--- config.mk ---
export PLATFORM = sky130hd
export DESIGN_NAME = pool1_rm_reader
export DESIGN_NICKNAME = d
export VERILOG_FILES = /design/src/rtl/pool1_rm_pkg.sv /design/src/rtl/acc_sync_fifo.sv /design/src/rtl/pool1_rm_reader.sv
export SDC_FILE = /design/constraint.sdc
export NUM_CORES = 1
export LEC_CHECK = 0
export ABC_AREA = 1
export BUFFER_PORTS_ARGS = -buffer_cell sky130_fd_sc_hd__clkbuf_2
export CAP_MARGIN = 20
export CORE_MARGIN = 8
export CORE_UTILIZATION = 45
export DETAILED_ROUTE_END_ITERATION = 12
export GPL_ROUTABILITY_DRIVEN = 0
export SLEW_MARGIN = 20
export SYNTH_ARGS = -nofsm -noshare
export SYNTH_HDL_FRONTEND = slang
export SYNTH_HIERARCHICAL = 1
export SYNTH_SLANG_ARGS = --single-unit
export TNS_END_PERCENT = 5
--- constraint.sdc ---
create_clock -name clk -period 9.1 [get_ports clk]
set_input_delay 1.365 -clock clk [delete_from_list [all_inputs] [get_ports clk]]
set_output_delay 1.365 -clock clk [all_outputs]
set_load 0.02 [all_outputs]
--- src/rtl/pool1_rm_pkg.sv ---
// Shared defaults and FSM encoding for the pool1 row-buffer read controller.
package pool1_rm_pkg;

    localparam int POOL1_ADDR_W     = 11;
    localparam int POOL1_DATA_W     = 128;
    localparam int POOL1_RD_LAT     = 2;
    localparam int POOL1_FIFO_DEPTH = 4;

    typedef enum logic [1:0] {
        IDLE  = 2'd0,
        ISSUE = 2'd1,
        DRAIN = 2'd2,
        DONE  = 2'd3
    } state_t;

endpackage

--- src/rtl/acc_sync_fifo.sv ---
// Single-clock FIFO with occupancy count; shared by the layer readers as an output skid buffer.
module acc_sync_fifo #(
    parameter int WIDTH = 129,
    parameter int DEPTH = 4
) (
    input  logic                       clk,
    input  logic                       rst_n,
    input  logic                       push,
    input  logic [WIDTH-1:0]           din,
    input  logic                       pop,
    output logic [WIDTH-1:0]           dout,
    output logic                       empty,
    output logic [$clog2(DEPTH+1)-1:0] count
);
    localparam int PW   = (DEPTH > 1) ? $clog2(DEPTH) : 1;
    localparam int CNTW = $clog2(DEPTH + 1);

    logic [WIDTH-1:0] mem [DEPTH];
    logic [PW-1:0]    wr_ptr, rd_ptr;
    logic             do_push, do_pop;

    function automatic logic [PW-1:0] nxt(input logic [PW-1:0] p);
        return (p == PW'(DEPTH - 1)) ? '0 : p + PW'(1);
    endfunction

    assign do_pop  = pop && (count != '0);
    assign do_push = push && (count != CNTW'(DEPTH));

    always_ff @(posedge clk) begin
        if (do_push) mem[wr_ptr] <= din;
    end

    always_ff @(posedge clk) begin
        if (!rst_n) begin
            wr_ptr <= '0;
            rd_ptr <= '0;
            count  <= '0;
        end else begin
            if (do_push) wr_ptr <= nxt(wr_ptr);
            if (do_pop)  rd_ptr <= nxt(rd_ptr);
            case ({do_push, do_pop})
                2'b10:   count <= count + CNTW'(1);
                2'b01:   count <= count - CNTW'(1);
                default: count <= count;
            endcase
        end
    end

    assign dout  = mem[rd_ptr];
    assign empty = (count == '0);

endmodule

--- src/rtl/pool1_rm_reader.sv ---
// Issues sequential RAM port-B reads for a job, absorbs read latency, and streams words out
// through a skid FIFO with full backpressure.
module pool1_rm_reader
    import pool1_rm_pkg::*;
#(
    parameter int ADDR_W     = POOL1_ADDR_W,
    parameter int DATA_W     = POOL1_DATA_W,
    parameter int RD_LAT     = POOL1_RD_LAT,
    parameter int FIFO_DEPTH = POOL1_FIFO_DEPTH
) (
    input  logic              clk,
    input  logic              rst_n,
    input  logic              start,
    input  logic [ADDR_W-1:0] base_addr,
    input  logic [ADDR_W:0]   num_words,
    output logic [ADDR_W-1:0] ram_addrb,
    output logic              ram_rd,
    input  logic [DATA_W-1:0] ram_doutb,
    output logic              m_valid,
    output logic [DATA_W-1:0] m_data,
    output logic              m_last,
    input  logic              m_ready,
    output logic              busy,
    output logic              done
);
    localparam int CNTW = $clog2(FIFO_DEPTH + 1);
    localparam int CW   = $clog2(FIFO_DEPTH + RD_LAT + 2) + 1;

    state_t            state_q, state_d;
    logic [ADDR_W:0]   num_q, issue_cnt, acc_cnt;
    logic [ADDR_W-1:0] addr_q;
    logic [RD_LAT:0]   vld_pipe, last_pipe;
    logic [CNTW-1:0]   fifo_count;
    logic              fifo_empty;
    logic [DATA_W:0]   fifo_dout;
    logic              issue_now, last_issue, pop, credit_ok;
    logic [CW-1:0]     occ;

    assign pop = m_valid && m_ready;

    // Occupancy = every read not yet popped, net of the beat leaving this cycle;
    // counting the outgoing beat is what allows back-to-back issue with a 4-deep FIFO.
    always_comb begin
        occ = CW'(fifo_count) - CW'(pop);
        for (int i = 0; i <= RD_LAT; i++) occ = occ + CW'(vld_pipe[i]);
        credit_ok = (occ < CW'(FIFO_DEPTH));
    end

    always_comb begin
        state_d    = state_q;
        issue_now  = 1'b0;
        last_issue = 1'b0;
        case (state_q)
            IDLE:  if (start) state_d = (num_words == '0) ? DONE : ISSUE;
            ISSUE: if (credit_ok) begin
                issue_now  = 1'b1;
                last_issue = (issue_cnt + (ADDR_W+1)'(1) == num_q);
                if (last_issue) state_d = DRAIN;
            end
            DRAIN: if (fifo_empty && (vld_pipe == '0) && (acc_cnt == num_q)) state_d = DONE;
            DONE:  state_d = IDLE;
            default: state_d = IDLE;
        endcase
    end

    always_ff @(posedge clk) begin
        if (!rst_n) begin
            state_q   <= IDLE;
            num_q     <= '0;
            issue_cnt <= '0;
            acc_cnt   <= '0;
            addr_q    <= '0;
            ram_addrb <= '0;
            vld_pipe  <= '0;
            last_pipe <= '0;
        end else begin
            state_q   <= state_d;
            // Stage 0 is the registered read strobe; stage RD_LAT lines up with ram_doutb.
            vld_pipe  <= {vld_pipe[RD_LAT-1:0], issue_now};
            last_pipe <= {last_pipe[RD_LAT-1:0], last_issue};
            if (state_q == IDLE && start) begin
                num_q     <= num_words;
                addr_q    <= base_addr;
                issue_cnt <= '0;
                acc_cnt   <= '0;
            end
            if (issue_now) begin
                ram_addrb <= addr_q;
                addr_q    <= addr_q + ADDR_W'(1);
                issue_cnt <= issue_cnt + (ADDR_W+1)'(1);
            end
            if (pop) acc_cnt <= acc_cnt + (ADDR_W+1)'(1);
        end
    end

    acc_sync_fifo #(
        .WIDTH (DATA_W + 1),
        .DEPTH (FIFO_DEPTH)
    ) u_fifo (
        .clk   (clk),
        .rst_n (rst_n),
        .push  (vld_pipe[RD_LAT]),
        .din   ({last_pipe[RD_LAT], ram_doutb}),
        .pop   (pop),
        .dout  (fifo_dout),
        .empty (fifo_empty),
        .count (fifo_count)
    );

    assign ram_rd  = vld_pipe[0];
    assign m_valid = !fifo_empty;
    assign m_data  = m_valid ? fifo_dout[DATA_W-1:0] : '0;
    assign m_last  = m_valid && fifo_dout[DATA_W];
    assign busy    = (state_q == ISSUE) || (state_q == DRAIN);
    assign done    = (state_q == DONE);

endmodule

==> out/metrics.yaml, run 1 <==
status: "finished, final reports clean"
final_common_cell: "edfxtp_1"
critPathKind: "reg -> out"
reg2reg_from: "u_fifo/count[0]$_SDFFE_PN0P_"
critPathCaptureType: "primary output"
rows: 85
drv_slew: 0
route.detailed.drc: 0
synth.distinct_cells: 42
syn_nets: 2282
final.min_clock_period_ns: 5.51
syn_area_mm2: 0.0242
synthCells: 2107
max_stage_delay_ns: 0.91
leakagePower_nw: 10.7
yosysSeqAreaShare: 0.702
synth-seq-cells: 591
hold_violations: 0
ctsHtreeMaxLevel: 3
rsz0062_at_grt: "false"
ys.flop_type: "edfxtp_1"
tritoncts: "built"
critPathCapture: "m_data[97]"
crit_slowest_cell: "buf_4"
final_cell_mix: "edfxtp_1 (516), nor2_1 (437), clkbuf_2 (298)"
cts_root_buffer: "clkbuf_16"
slew_headroom: 0.289
routed_wl_um: 59500
drtPass1Iterations: 5
clk_pin_slew_ns: 0.06
max_freq_ghz: 0.181
vias: 16500
synth_edf_count: 516
ant_nets: 0
r2r_cells: 19
grt_pass1_vias: 16100
grt_usage: 0.188
clock_path_buffers: 3
postCtsSetupBuffers: 0
hold_buffers: 0
multi_input_area_mm2: 0.00577
core-area_mm2: 0.0535
max-vdd-ir-drop_v: 0.000141
die_area_mm2: 0.0615
crit_cells: 7
fin_crit_sh: 0.606
critPathLaunchType: "flip-flop"
path_buf_inv: 4
die_h_um: 248
start_util: 0.453
nFillCells: 4699
drive_gt1_frac: 0.173
regArea_mm2: 0.0170
hp-class: "reg -> reg"
die_width_um: 248
path_delay_family: "buffers and inverters"
synth_top_area_frac: 0.640
dp_hpwl_um: 34300
tightest_slew_ns: 1.06
r2r_setup_slack_ns: 4.23
worstPathMaxFanout: 98
max-cap-violations: 0
synthTopCellsByArea: "edfxtp_1 (64%), nor2_1 (6.8%), dfxtp_1 (6.2%), o21ai_0 (3.9%), o22ai_1 (3.5%)"
ctsResizeCount: 0
final_util: 0.526
syn_to_final_growth_pct: 16.2
io_pins: 299
synthArstFlopShare: 0
grt_max_degree: 176
insertion_delay_ns: 0.59
netlist.top_cell.by_area: "edfxtp_1"
reg2reg_to: "addr_q[6]$_SDFFE_PN0P_"
grt_pass1_wl_um: 90100
io_buffers: 298
cts_buffers: 67
cp.arrival_ns: 4.15
finClkSkew_ns: 0.0185
cpMostUsedCell: "buf_4"
synth_warnings: 6
crit_chain: "buf_4 > buf_4 > o21ai_0 > o22ai_1 > inv_1 > nor2_1 > clkbuf_2"
setup_viol: 0
fin_nets: 2553
place_area_mm2: 0.0261
drt-initial-drc-count: 1154
overflow: 0
wire_per_inst_um: 19.0
powerDensity_mw_per_mm2: 222
required_ns: 7.74
postSynthAreaPerCell_um2: 11.5
fin_area_mm2: 0.0281
finalSetupTns_ns: 0
numClockSinks: 591
vias_per_cell: 5.28
antenna_found_initial: 14
how the worst min path moves through the flow:
stage	startpoint	end	depth (start not counted)	slack (ns)
after floorplan	last_pipe[0]$_SDFF_PN0_	last_pipe[1]$_SDFF_PN0_	2	0.39
after global placement	last_pipe[0]$_SDFF_PN0_	last_pipe[1]$_SDFF_PN0_	2	0.41
after detailed placement	last_pipe[0]$_SDFF_PN0_	last_pipe[1]$_SDFF_PN0_	2	0.41
after CTS	last_pipe[0]$_SDFF_PN0_	last_pipe[1]$_SDFF_PN0_	2	0.43
after global routing	last_pipe[0]$_SDFF_PN0_	last_pipe[1]$_SDFF_PN0_	2	0.44
final	last_pipe[0]$_SDFF_PN0_	last_pipe[1]$_SDFF_PN0_	2	0.41
sequential cells by signal, indices dropped and copies added, names as in the netlist, named ones only:
name           count
u_fifo/count       3
u_fifo/wr_ptr      2
u_fifo/rd_ptr      2
issue_cnt         12
addr_q            11
ram_addrb         11
acc_cnt           12
state_q            2
num_q             12
vld_pipe           3
u_fifo/mem       516
last_pipe          3
area by class of cell:
type / count / area share
well taps: 696 / 0.0310
repair buffers: 317 / 0.0591
inverters: 209 / 0.0283
flip-flops and latches: 591 / 0.604
diodes: 4 / 0.000356
clock inverters: 20 / 0.00529
multi-input cells: 1192 / 0.205
clock buffers: 97 / 0.0666
where the power goes:
part | internal [mW] | switching (mW)
combinational | 0.198 | 0.443
sequential | 3.03 | 0.0631
clock | 1.48 | 1.02
layer usage:
metal,part of all wire,global-route usage,vias to the layer above
li1,-,-,7919
met1,0.43,0.246,7988
met2,0.47,0.301,458
met3,0.073,0.0511,118
met4,0.024,0.0644,22
met5,0.0023,0,-
cell usage after synthesis (all sizes together) (6+ instances only):
cell,instances
clkbuf,63
a21oi,56
nand4,10
xnor2,7
nand3,40
inv,208
ha,18
o22ai,136
xor2,8
buf,52
nand2,150
nor2,445
edfxtp,516
o21ai,285
a31oi,6
dfxtp,75
cell families (layout without fill, tap and decap cells):
| group | count (synthesis) | count (layout) | synth area share |
|---|---|---|---|
| DFF | 591 | 591 | 0.702 |
| other | 0 | 4 | 0 |
| xor gates and xnor gates | 15 | 15 | 0.00542 |
| adders and majority gates | 20 | 20 | 0.0110 |
| and+or+nand+nor | 659 | 659 | 0.108 |
| buffers and inverters | 324 | 643 | 0.0614 |
| AOI/OAI and AO/OA | 498 | 498 | 0.112 |
stage by stage:
step / hold slack [ns] / setup slack, ns / power (mW) / instances
2_1_floorplan: 0.390 / 2.46 / 3.56 / 2107
3_3_place_gp: 0.410 / 4.21 / 3.79 / 3003
3_5_place_dp: 0.413 / 4.13 / 3.80 / 3004
4_1_cts: 0.426 / 3.47 / 6.31 / 3121
5_1_grt: 0.437 / 3.18 / 6.47 / 3122
6_report: 0.414 / 3.59 / 6.23 / 3126
tightest hold or removal path: stages, from the launching register on:
cell     delay, ns
dfxtp_1       0.31
nand2_1       0.05
inv_1         0.04
No activity file was read; power rests on OpenSTA's default activity.
==> inputs of run 2 (changes only) <==
Settings changed: PLACE_DENSITY from default to 0.67.
Clock period 9.1 ns to 4.63 ns, I/O delays scaled along.
==> out/metrics.yaml, run 2 (synthesis gave the netlist of run 1 again) <==
max_freq_ghz: 0.257
overflow: 0  # unchanged
max-vdd-ir-drop_v: 0.000294  # +110%
final_common_cell: "edfxtp_1"
io_pins: 299  # unchanged
critPathLaunchType: "flip-flop"
core-area_mm2: 0.0535  # unchanged
drv_slew: 0  # unchanged
numClockSinks: 591  # unchanged
drt-initial-drc-count: 1122  # -2.8%
grtUsageMet1: 0.223  # -0.0232
final_util: 0.529  # +0.00332
routed_wl_um: 57900  # -2.7%
grtUsageMet2: 0.317  # +0.0163
critPathKind: "reg -> out"
die_h_um: 248  # unchanged
largest_reg_flops: 516  # unchanged
grt.busiest_layer: "met2"
critPathCaptureType: "primary output"
max-cap-violations: 0  # unchanged
tightest_slew_ns: 0.883  # -0.181 ns
clock_path_buffers: 3  # unchanged
vias: 16600  # +0.43%
die_area_mm2: 0.0615  # unchanged
ctsHtreeMaxLevel: 3  # unchanged
wire_per_inst_um: 18.5  # -2.7%
place_area_mm2: 0.0262  # +0.52%
finClkSkew_ns: 0.0215  # +0.00298 ns
leakagePower_nw: 10.7  # +0.71%
hold_buffers: 0  # unchanged
cp.arrival_ns: 3.19  # -0.96 ns
regMostFlops: "u_fifo/mem"
cts_buffers: 66  # -1.5%
ctsResizeCount: 0  # unchanged
dp_hpwl_um: 33400  # -2.6%
io_buffers: 298  # unchanged
required_ns: 3.94  # -3.80 ns
cts_root_buffer: "clkbuf_16"
use_met3: 0.0579  # +0.00678
fin_area_mm2: 0.0283  # +0.63%
insertion_delay_ns: 0.60  # about the same
max_stage_delay_ns: 0.81  # -0.10 ns
fin_nets: 2555  # +0.078%
crit_slowest_cell: "buf_4"
syn_to_final_growth_pct: 16.9
power.total_mw: 12.4  # +98%
rsz0062_at_grt: "false"
start_util: 0.453  # unchanged
dp_slack_ns: 0.887  # -3.25 ns
ant_nets: 0  # unchanged
slew_headroom: 0.411  # +0.122
grt_max_degree: 159  # -9.7%
instances_no_fill: 3127  # +0.032%
postCtsSetupBuffers: 0  # unchanged
fin_crit_sh: 0.839
die_width_um: 248  # unchanged
final.min_clock_period_ns: 3.88
vias_per_cell: 5.30  # +0.40%
drtPass1Iterations: 7  # +2
placed_cells: 3008  # +0.13%
drive_gt1_frac: 0.178  # +0.00570
tritoncts: "built"
grt_usage: 0.186  # -0.00235
grt_pass1_wl_um: 89800  # -0.31%
worstPathMaxFanout: 75  # -23%
status: "finished, final reports clean"
hp-class: "in -> reg"
crit_chain: "nor2_1 > nand2_1 > inv_4 > buf_4 > buf_4 > nor2_1 > clkbuf_2"
setup_viol: 0  # unchanged
rows: 85  # unchanged
grt_pass1_vias: 16700  # +3.7%
hold_violations: 0  # unchanged
final_cell_mix: "edfxtp_1 (516), nor2_1 (437), clkbuf_2 (298)"
clk_pin_slew_ns: 0.06  # about the same
fin_ws_ns: 0.745  # -2.84 ns
powerDensity_mw_per_mm2: 437  # +97%
nFillCells: 4520  # -3.8%
route.detailed.drc: 0  # unchanged
antenna_found_initial: 11  # -3
run 2: through the flow:
step	setup TNS (ns)	hold WS [ns]
2_1_floorplan	-1036.87	0.390
3_3_place_gp	0	0.399
3_5_place_dp	0	0.420
4_1_cts	0	0.270
5_1_grt	0	0.277
6_report	0	0.309
run 2: path summary, 6_finish.rpt:
path	from	endpoint	slack [ns]	cells after the start
worst max-delay path	u_fifo/count[0]$_SDFFE_PN0P_	m_data[82]	0.75	7
worst min-delay path	ram_doutb[29]	u_fifo/mem[1][29]$_DFFE_PP_	0.31	1
worst max register to register	u_fifo/count[0]$_SDFFE_PN0P_	issue_cnt[11]$_SDFFE_PN0P_	0.88	20
worst min register to register	last_pipe[1]$_SDFF_PN0_	last_pipe[2]$_SDFF_PN0_	0.44	2
run 2: cell type report:
type,count,area [um2],share of cell area
sequential,591,17000,0.601
multi-input combinational,1192,5770,0.204
timing repair buffer,320,1770,0.0625
clock buffer,76,1690,0.0597
tap,696,871,0.0308
inverter,209,797,0.0282
clock inverter,39,404,0.0143
antenna,4,10.0,0.000354
run 2: report_power, final:
| part | internal (mW) | switching (mW) |
|---|---|---|
| Combinational | 0.397 | 0.861 |
| Sequential | 5.95 | 0.121 |
| Clock | 2.93 | 2.10 |
| Total | 9.28 | 3.09 |
run 2: worst max-delay path: cells and delay by family (launching register included):
family,cells,cell delay [ns]
flops,1,0.33
buf+inv,4,1.67
simple gates,3,0.54
run 2: layer usage:
layer  vias to the layer above  wire length, um
li1                       7926                -
met3                        94             4920
met5                         -               87
met4                        12             1160
met2                       507            28400
met1                      8037            23300
